$ cat src/rtl/result_announcer.sv
// rtl/result_announcer.sv - snapshot four vote counts, scan for winner/tie/total, cycle the display, hold the result
module result_announcer #(
    parameter int CNT_W       = 8,
    parameter int HOLD_CYCLES = 10
) (
    input  logic               clk,
    input  logic               rst,
    input  logic               close_poll,
    input  logic [CNT_W-1:0]   cand1_votes,
    input  logic [CNT_W-1:0]   cand2_votes,
    input  logic [CNT_W-1:0]   cand3_votes,
    input  logic [CNT_W-1:0]   cand4_votes,
    output logic               busy,
    output logic               result_valid,
    output logic [1:0]         winner,
    output logic               tie,
    output logic [CNT_W+1:0]   total_votes,
    output logic [1:0]         cand_sel,
    output logic [CNT_W-1:0]   leds
);

    localparam logic [1:0] S_IDLE = 2'd0;
    localparam logic [1:0] S_SCAN = 2'd1;
    localparam logic [1:0] S_SHOW = 2'd2;
    localparam logic [1:0] S_DONE = 2'd3;

    localparam int TOT_W  = CNT_W + 2;
    localparam int HOLD_W = $clog2(HOLD_CYCLES + 1);
    localparam logic [HOLD_W-1:0] HOLD_LAST = HOLD_W'(HOLD_CYCLES - 1);

    logic [1:0]        state_q, state_d;
    logic [CNT_W-1:0]  snap_q [4];
    logic [CNT_W-1:0]  snap_d [4];
    logic [1:0]        idx_q, idx_d;
    logic [CNT_W-1:0]  best_q, best_d;
    logic [1:0]        winner_q, winner_d;
    logic              tie_q, tie_d;
    logic [TOT_W-1:0]  total_q, total_d;
    logic [1:0]        sel_q, sel_d;
    logic [HOLD_W-1:0] hold_q, hold_d;
    logic [CNT_W-1:0]  leds_q, leds_d;

    always_comb begin
        state_d  = state_q;
        snap_d   = snap_q;
        idx_d    = idx_q;
        best_d   = best_q;
        winner_d = winner_q;
        tie_d    = tie_q;
        total_d  = total_q;
        sel_d    = sel_q;
        hold_d   = hold_q;
        leds_d   = leds_q;

        case (state_q)
            S_IDLE, S_DONE: begin
                if (close_poll) begin
                    snap_d  = '{cand1_votes, cand2_votes, cand3_votes, cand4_votes};
                    idx_d   = 2'd0;
                    sel_d   = 2'd0;
                    leds_d  = '0;
                    state_d = S_SCAN;
                end
            end
            S_SCAN: begin
                if (idx_q == 2'd0) begin
                    best_d   = snap_q[0];
                    winner_d = 2'd0;
                    tie_d    = 1'b0;
                    total_d  = TOT_W'(snap_q[0]);
                end else begin
                    // Strict greater-than keeps the lowest index on a tie.
                    if (snap_q[idx_q] > best_q) begin
                        best_d   = snap_q[idx_q];
                        winner_d = idx_q;
                        tie_d    = 1'b0;
                    end else if (snap_q[idx_q] == best_q) begin
                        tie_d = 1'b1;
                    end
                    total_d = total_q + TOT_W'(snap_q[idx_q]);
                end
                idx_d = idx_q + 2'd1;
                if (idx_q == 2'd3) begin
                    state_d = S_SHOW;
                    sel_d   = 2'd0;
                    hold_d  = '0;
                    leds_d  = snap_q[0];
                end
            end
            S_SHOW: begin
                if (hold_q == HOLD_LAST) begin
                    hold_d = '0;
                    if (sel_q == 2'd3) begin
                        state_d = S_DONE;
                        sel_d   = winner_q;
                        leds_d  = snap_q[winner_q];
                    end else begin
                        sel_d  = sel_q + 2'd1;
                        leds_d = snap_q[sel_q + 2'd1];
                    end
                end else begin
                    hold_d = hold_q + HOLD_W'(1);
                end
            end
            default: state_d = S_IDLE;
        endcase
    end

    always_ff @(posedge clk) begin
        if (rst) begin
            state_q  <= S_IDLE;
            snap_q   <= '{default: '0};
            idx_q    <= '0;
            best_q   <= '0;
            winner_q <= '0;
            tie_q    <= 1'b0;
            total_q  <= '0;
            sel_q    <= '0;
            hold_q   <= '0;
            leds_q   <= '0;
        end else begin
            state_q  <= state_d;
            snap_q   <= snap_d;
            idx_q    <= idx_d;
            best_q   <= best_d;
            winner_q <= winner_d;
            tie_q    <= tie_d;
            total_q  <= total_d;
            sel_q    <= sel_d;
            hold_q   <= hold_d;
            leds_q   <= leds_d;
        end
    end

    assign busy         = (state_q == S_SCAN) || (state_q == S_SHOW);
    assign result_valid = (state_q == S_DONE);
    assign winner       = winner_q;
    assign tie          = tie_q;
    assign total_votes  = total_q;
    assign cand_sel     = sel_q;
    assign leds         = leds_q;

endmodule

$ cat config.mk
export PLATFORM = sky130hd
export DESIGN_NAME = result_announcer
export DESIGN_NICKNAME = d
export VERILOG_FILES = /design/src/rtl/result_announcer.sv
export SDC_FILE = /design/constraint.sdc
export NUM_CORES = 1
export LEC_CHECK = 0
export ABC_CLOCK_PERIOD_IN_PS = 4200
export CORE_MARGIN = 2
export CORE_UTILIZATION = 61
export CTS_BUF_LIST = sky130_fd_sc_hd__clkbuf_8
export CTS_CLUSTER_SIZE = 12
export DETAILED_ROUTE_END_ITERATION = 10
export PLACE_DENSITY = 0.95
export SYNTH_ARGS = -nofsm -noshare
export SYNTH_HDL_FRONTEND = slang
export SYNTH_SLANG_ARGS = --single-unit
$ cat constraint.sdc
create_clock -name clk -period 4.2 [get_ports clk]
set_input_delay 0.84 -clock clk [delete_from_list [all_inputs] [get_ports clk]]
set_output_delay 0.84 -clock clk [all_outputs]
set_load 0.02 [all_outputs]
---- Word-level counts from Yosys, hierarchy flattened ----
Index checks and enable logic that the tools add are counted.
Widths: inputs -> output; s select.
word-level totals
  bits in registers ....................... 71
  bits of input ports ..................... 35
  logic and storage cells ................. 86
operators by class
  add/subtract/negate cells ............... 4
  magnitude comparators ................... 4
  eq/ne operators ......................... 11
  multiplexer cells ....................... 36
  bitwise operators ....................... 3
  reductions and logical operators ........ 15
operators with widths
  cell                 count
  $mux 8               12
  $bmux 8 s2           3
  $pmux 8 s3           1
  $mux 2               10
  $pmux 2 s3           2
  $add 10x8->10        1
  $mux 10              1
  $reduce_and 2->1     5
  $ge 3x3->1 const B   3
  $not 2->3            3
  $eq 2x2->1 const B   4
  $eq 8x8->1           1
  $gt 8x8->1           1
  $mux 4               2
  $ne 2x2->1 const B   4
  $pmux 4 s2           1
  $reduce_bool 2->1    3
  $add 2x1->2 const B  2
  $add 4x1->4 const B  1
  $eq 4x4->1 const B   1
  $logic_not 2->1      2
  $pmux 2 s2           1
  $reduce_and 4->1     1
  $mux 1               3
  other kinds (5)      5

---- Depth between registers and ports, before layout ----
  depth after elaboration ................. 8
  depth in mapped cells ................... 9

---- Worst setup path after synthesis ----
No wires, ideal clock.
  path type ............................... flip-flop to flip-flop
  from .................................... reg idx_q[0]
  to ...................................... reg total_q[6] (netlist: total_votes[6])
  arrival ................................. 2.405 ns
  path slack .............................. 1.709 ns
  stages on the path, launching flop included .. 10
  path buffers ............................ 1
  clock period less this slack ............ 2.491 ns
  cells stage by stage .................... dfxtp_1 > buf_4 > mux4_2 > ha_1 > fa_1 > a21oi_1 > o21ai_0 > a21oi_1 > xor2_1 > a211oi_1
on the way
  longest elaborated chain between the ends .. 6
RTL lines
  item                                        RTL line  source
  from (decl)                                 34        logic [1:0] idx_q, idx_d;
  from (signal assigned)                      124       idx_q <= idx_d;
  $not 2->3 (implied by the code)             80        total_d = total_q + TOT_W'(snap_q[idx_q]);
  $bmux 8 s2                                  80
  $mux 8 (implied by the code) (2 in series)  80
  $add 10x8->10                               80
  $mux 10 (*)                                 66        if (idx_q == 2'd0) begin
  to (signal assigned)                        128       total_q <= total_d;
  to (decl)                                   38        logic [TOT_W-1:0] total_q, total_d;
Every way passes the cells marked *; elsewhere a longest branch is shown, timed or not. The select of a mux whose other input is x is not followed.
A chain may end at the register's enable or synchronous reset.

---- Worst setup path after layout ----
  from .................................... reg idx_q[0]
  to ...................................... reg best_q[1]
on the way
  longest elaborated chain between the ends .. 7
RTL lines
  item                                        RTL line  source
  $not 2->3 (implied by the code)             73, 74
  $bmux 8 s2                                  73, 74
  $mux 8 (implied by the code) (2 in series)  73, 74
  $gt 8x8->1                                  73        if (snap_q[idx_q] > best_q) begin
  $reduce_bool 2->1 (no source line)          n/a
  $reduce_and 2->1 (no source line)           n/a
  to (signal assigned)                        125       best_q <= best_d;
  to (decl)                                   35        logic [CNT_W-1:0] best_q, best_d;
Several ways; a longest one is shown, not always the timed one. The select of a mux whose other input is x is not followed.

==> results.yml <==
outcome:
  status: "completed"
logic_synthesis:
  synth_top_family_by_area: "simple AND/OR/NAND/NOR gates"
  ys.flop_type: "dfxtp_1"
  synthSimpleGateAreaFrac_pct: 19.9
  yosysTopAreaCell: "dfxtp_1"
  synth_warnings: 0
  synth.area.top_cells: "dfxtp_1 (34%), mux4_2 (13%), nand2_1 (11%), ha_1 (7.5%), a21oi_1 (5.9%)"
  syn_area_mm2: 0.00418
  syn_inst: 491
  synth-compound-area-share_pct: 17.5
  synth_cell_types: 54
  synth_edf_count: 0
  synth_area_per_cell_um2: 8.52
  synth_seq_cells: 71
  yosys-mux-area-fraction_pct: 14.6
  synth_top_area_share_pct: 34.0
  post_synth_fa_ha_maj_area_fraction_pct: 7.96
  synth_fp_nets: 552
  ys_seq_area_share_pct: 34.0
  synthArstFlopShare_pct: 0
  synthXorXnorAreaFrac_pct: 0.838
worst_hold_path:
  min_path_type: "reg -> reg"
  hold_start: "tie$_SDFFE_PP0P_"
detailed_routing:
  ant_nets: 0
  drt_first_iter_violations: 377
  viasPerCell: 6.59
  first_pass_iters: 5
  wl_per_cell_um: 18.9
  drc: 0
  wirelength_mm: 11.7
  via_count: 4071
timing:
  post-route-min-period_ns: 3.01
  max-slew-margin-rel_pct: 33.5
  finalSetupViolations: 0
  tightest_slew_ns: 0.994
  finalClockSkew_ns: 0.00881
  tns_ns: 0
  period_share_pct: 71.6
  fin_ws_ns: 1.19
  hold_viol: 0
  rsz0062_at_grt: "false"
  clock.fmax_mhz: 333
  maxSlewViolCount: 0
floorplan:
  num_io_pins: 60
  core_mm2: 0.00672
  die_h_um: 86.8
  std_cell_rows: 30
  start_util_pct: 62.2
  die_x_um: 86.8
  design.die.area_mm2: 0.00753
finish:
  syn_to_final_growth_pct: 18.4
  final_area_mm2: 0.00495
  antennaDiodeCount: 0
  stdcell_count: 618
  drive_above_1_share_pct: 10.0
  fin_nets: 594
worst_setup_path:
  critPathBufInv: 0
  critPathSlowestCell: "dfxtp_1"
  timing.rr.start: "idx_q[0]$_SDFFE_PP0P_"
  cp-start-kind: "flop"
  startpoint: "idx_q[0]$_SDFFE_PP0P_"
  path_class: "reg -> reg"
  path_cells: "mux4_2, ha_1, o21ai_0, o21ai_1, and3b_1, nor2_1, a221oi_1"
  crit_path_max_fanout: 11
  crit_family: "flip-flops"
  worstPathRequired_ns: 4.42
  cp-end-kind: "flop"
  max_stage_delay_ns: 0.70
  cp.arrival_ns: 3.22
clocking:
  cts_hold_buf: 0
  clockBufferDepth: 2
  tritoncts: "yes"
  cts-root-buf: "clkbuf_8"
  cts_resized: 0
  clk_pin_slew_ns: 0.08
  cts_buffers: 9
  cts_setup_buffers: 0
  clock_sink_count: 71
  htree_levels: 3
  clk_latency_ns: 0.37
pwr:
  ir_drop_mv: 0.325
  power_per_cell_area_mw_per_mm2: 598
  power_mw: 2.96
  p_leak_nw: 1.85
global_route:
  grt_usage_pct: 32.9
  grt_max_degree: 45
  first_global_vias: 3895
  grt_pass1_wl_mm: 19.2
  overflow: 0
  antenna_found_initial: 0
placement:
  gp_congestion: 0.924
  pre_cts_ws_ns: 1.21
  post_dp_cell_area_mm2: 0.00475
  port_buffers: 59
  dp_cells: 602
  hpwl_mm: 8.04
job:
  cap_violations: 0
[layout make-up]
type / instances / area, um^2
well taps: 80 / 100
fillers: 484 / 1770
clock buffers: 10 / 138
repair buffers: 63 / 616
inverters: 19 / 71.3
flip-flops and latches: 71 / 1420
multi-input cells: 369 / 2540
clock inverters: 6 / 61.3
[worst paths after layout]
check / end / slack (ns) / depth (start not counted)
max reg2reg: best_q[1]$_SDFFE_PP0P_ / 1.19 / 7
max: best_q[1]$_SDFFE_PP0P_ / 1.19 / 7
min: tie$_SDFFE_PP0P_ / 0.48 / 2
min reg2reg: tie$_SDFFE_PP0P_ / 0.48 / 2
[state kept, by name (all words and copies together) (netlist names)]
| register | flops |
|---|---|
| total_votes | 10 |
| winner | 2 |
| leds | 8 |
| best_q | 8 |
| tie | 1 |
| idx_q | 2 |
| hold_q | 4 |
| snap_q | 32 |
| cand_sel | 2 |
| state_q | 2 |
[placed cells by master, fill, tap and decap left out, types with 5 or more instances in the layout]
cell             count
a21oi_1             49
o21ai_0             11
mux2i_1              6
clkbuf_8            10
clkdlybuf4s50_1     58
dfxtp_1             71
nor2b_1              7
ha_1                25
nor2_1              19
a221oi_1             8
nand2_1            128
a211oi_1             5
o22ai_1              7
mux4_2              24
inv_1               19
a31oi_1             13
nand3_1             12
[through the flow]
stage	hold WS [ns]	utilization [%]
2_1_floorplan	0.452	-
3_3_place_gp	0.465	70.7
3_5_place_dp	0.470	70.7
4_1_cts	0.481	73.7
5_1_grt	0.494	73.7
6_report	0.477	73.7
[worst min-delay path, delay by kind of cell (launching register included)]
kind	cells	cell delay, ns
compound gates	2	0.12
flops	1	0.31
[cells by family (layout without fill, tap and decap cells)]
group                      count (synthesis)  count (layout)
and+or+nand+nor                          192             192
AOI/OAI and AO/OA                        116             116
DFF                                       71              71
xor gates and xnor gates                   4               4
adders and majority gates                 26              26
muxes                                     31              31
buffers and inverters                     51              98
[where the power goes]
| group | switching [mW] | total, mW | internal, mW | leakage [nW] |
|---|---|---|---|---|
| clock | 0.276 | 0.564 | 0.288 | 0.107 |
| combinational | 0.792 | 1.37 | 0.581 | 1.16 |
| sequential | 0.200 | 1.02 | 0.823 | 0.580 |
[metal layers]
layer	part of all wire (%)	global-route usage (%)
met5	0	0
met4	4.9	19.6
met3	9.0	5.62
met2	49	53.4
met1	37	41.1
[synth_stat cells (2+ instances only)]
| cell type | n |
|---|---|
| dfxtp_1 | 71 |
| a31oi_1 | 13 |
| a211o_1 | 2 |
| a21oi_1 | 49 |
| xnor2_1 | 2 |
| a221oi_1 | 8 |
| and3_1 | 2 |
| a21o_1 | 3 |
| mux4_2 | 24 |
| nand2_1 | 128 |
| buf_1 | 2 |
| nand4_1 | 4 |
| o22ai_1 | 7 |
| nand2b_1 | 4 |
| xor2_1 | 2 |
| inv_1 | 18 |
| a211oi_1 | 5 |
| ha_1 | 25 |
| o21bai_1 | 2 |
| nand3b_1 | 3 |
| nor2_1 | 20 |
| a311oi_1 | 3 |
| buf_2 | 12 |
| nand3_1 | 12 |
| clkbuf_1 | 16 |
| nor2b_1 | 7 |
| a211oi_2 | 2 |
| nor3_1 | 4 |
| o21ai_0 | 11 |
| mux2i_1 | 6 |
(Power assumes the default switching activity.)
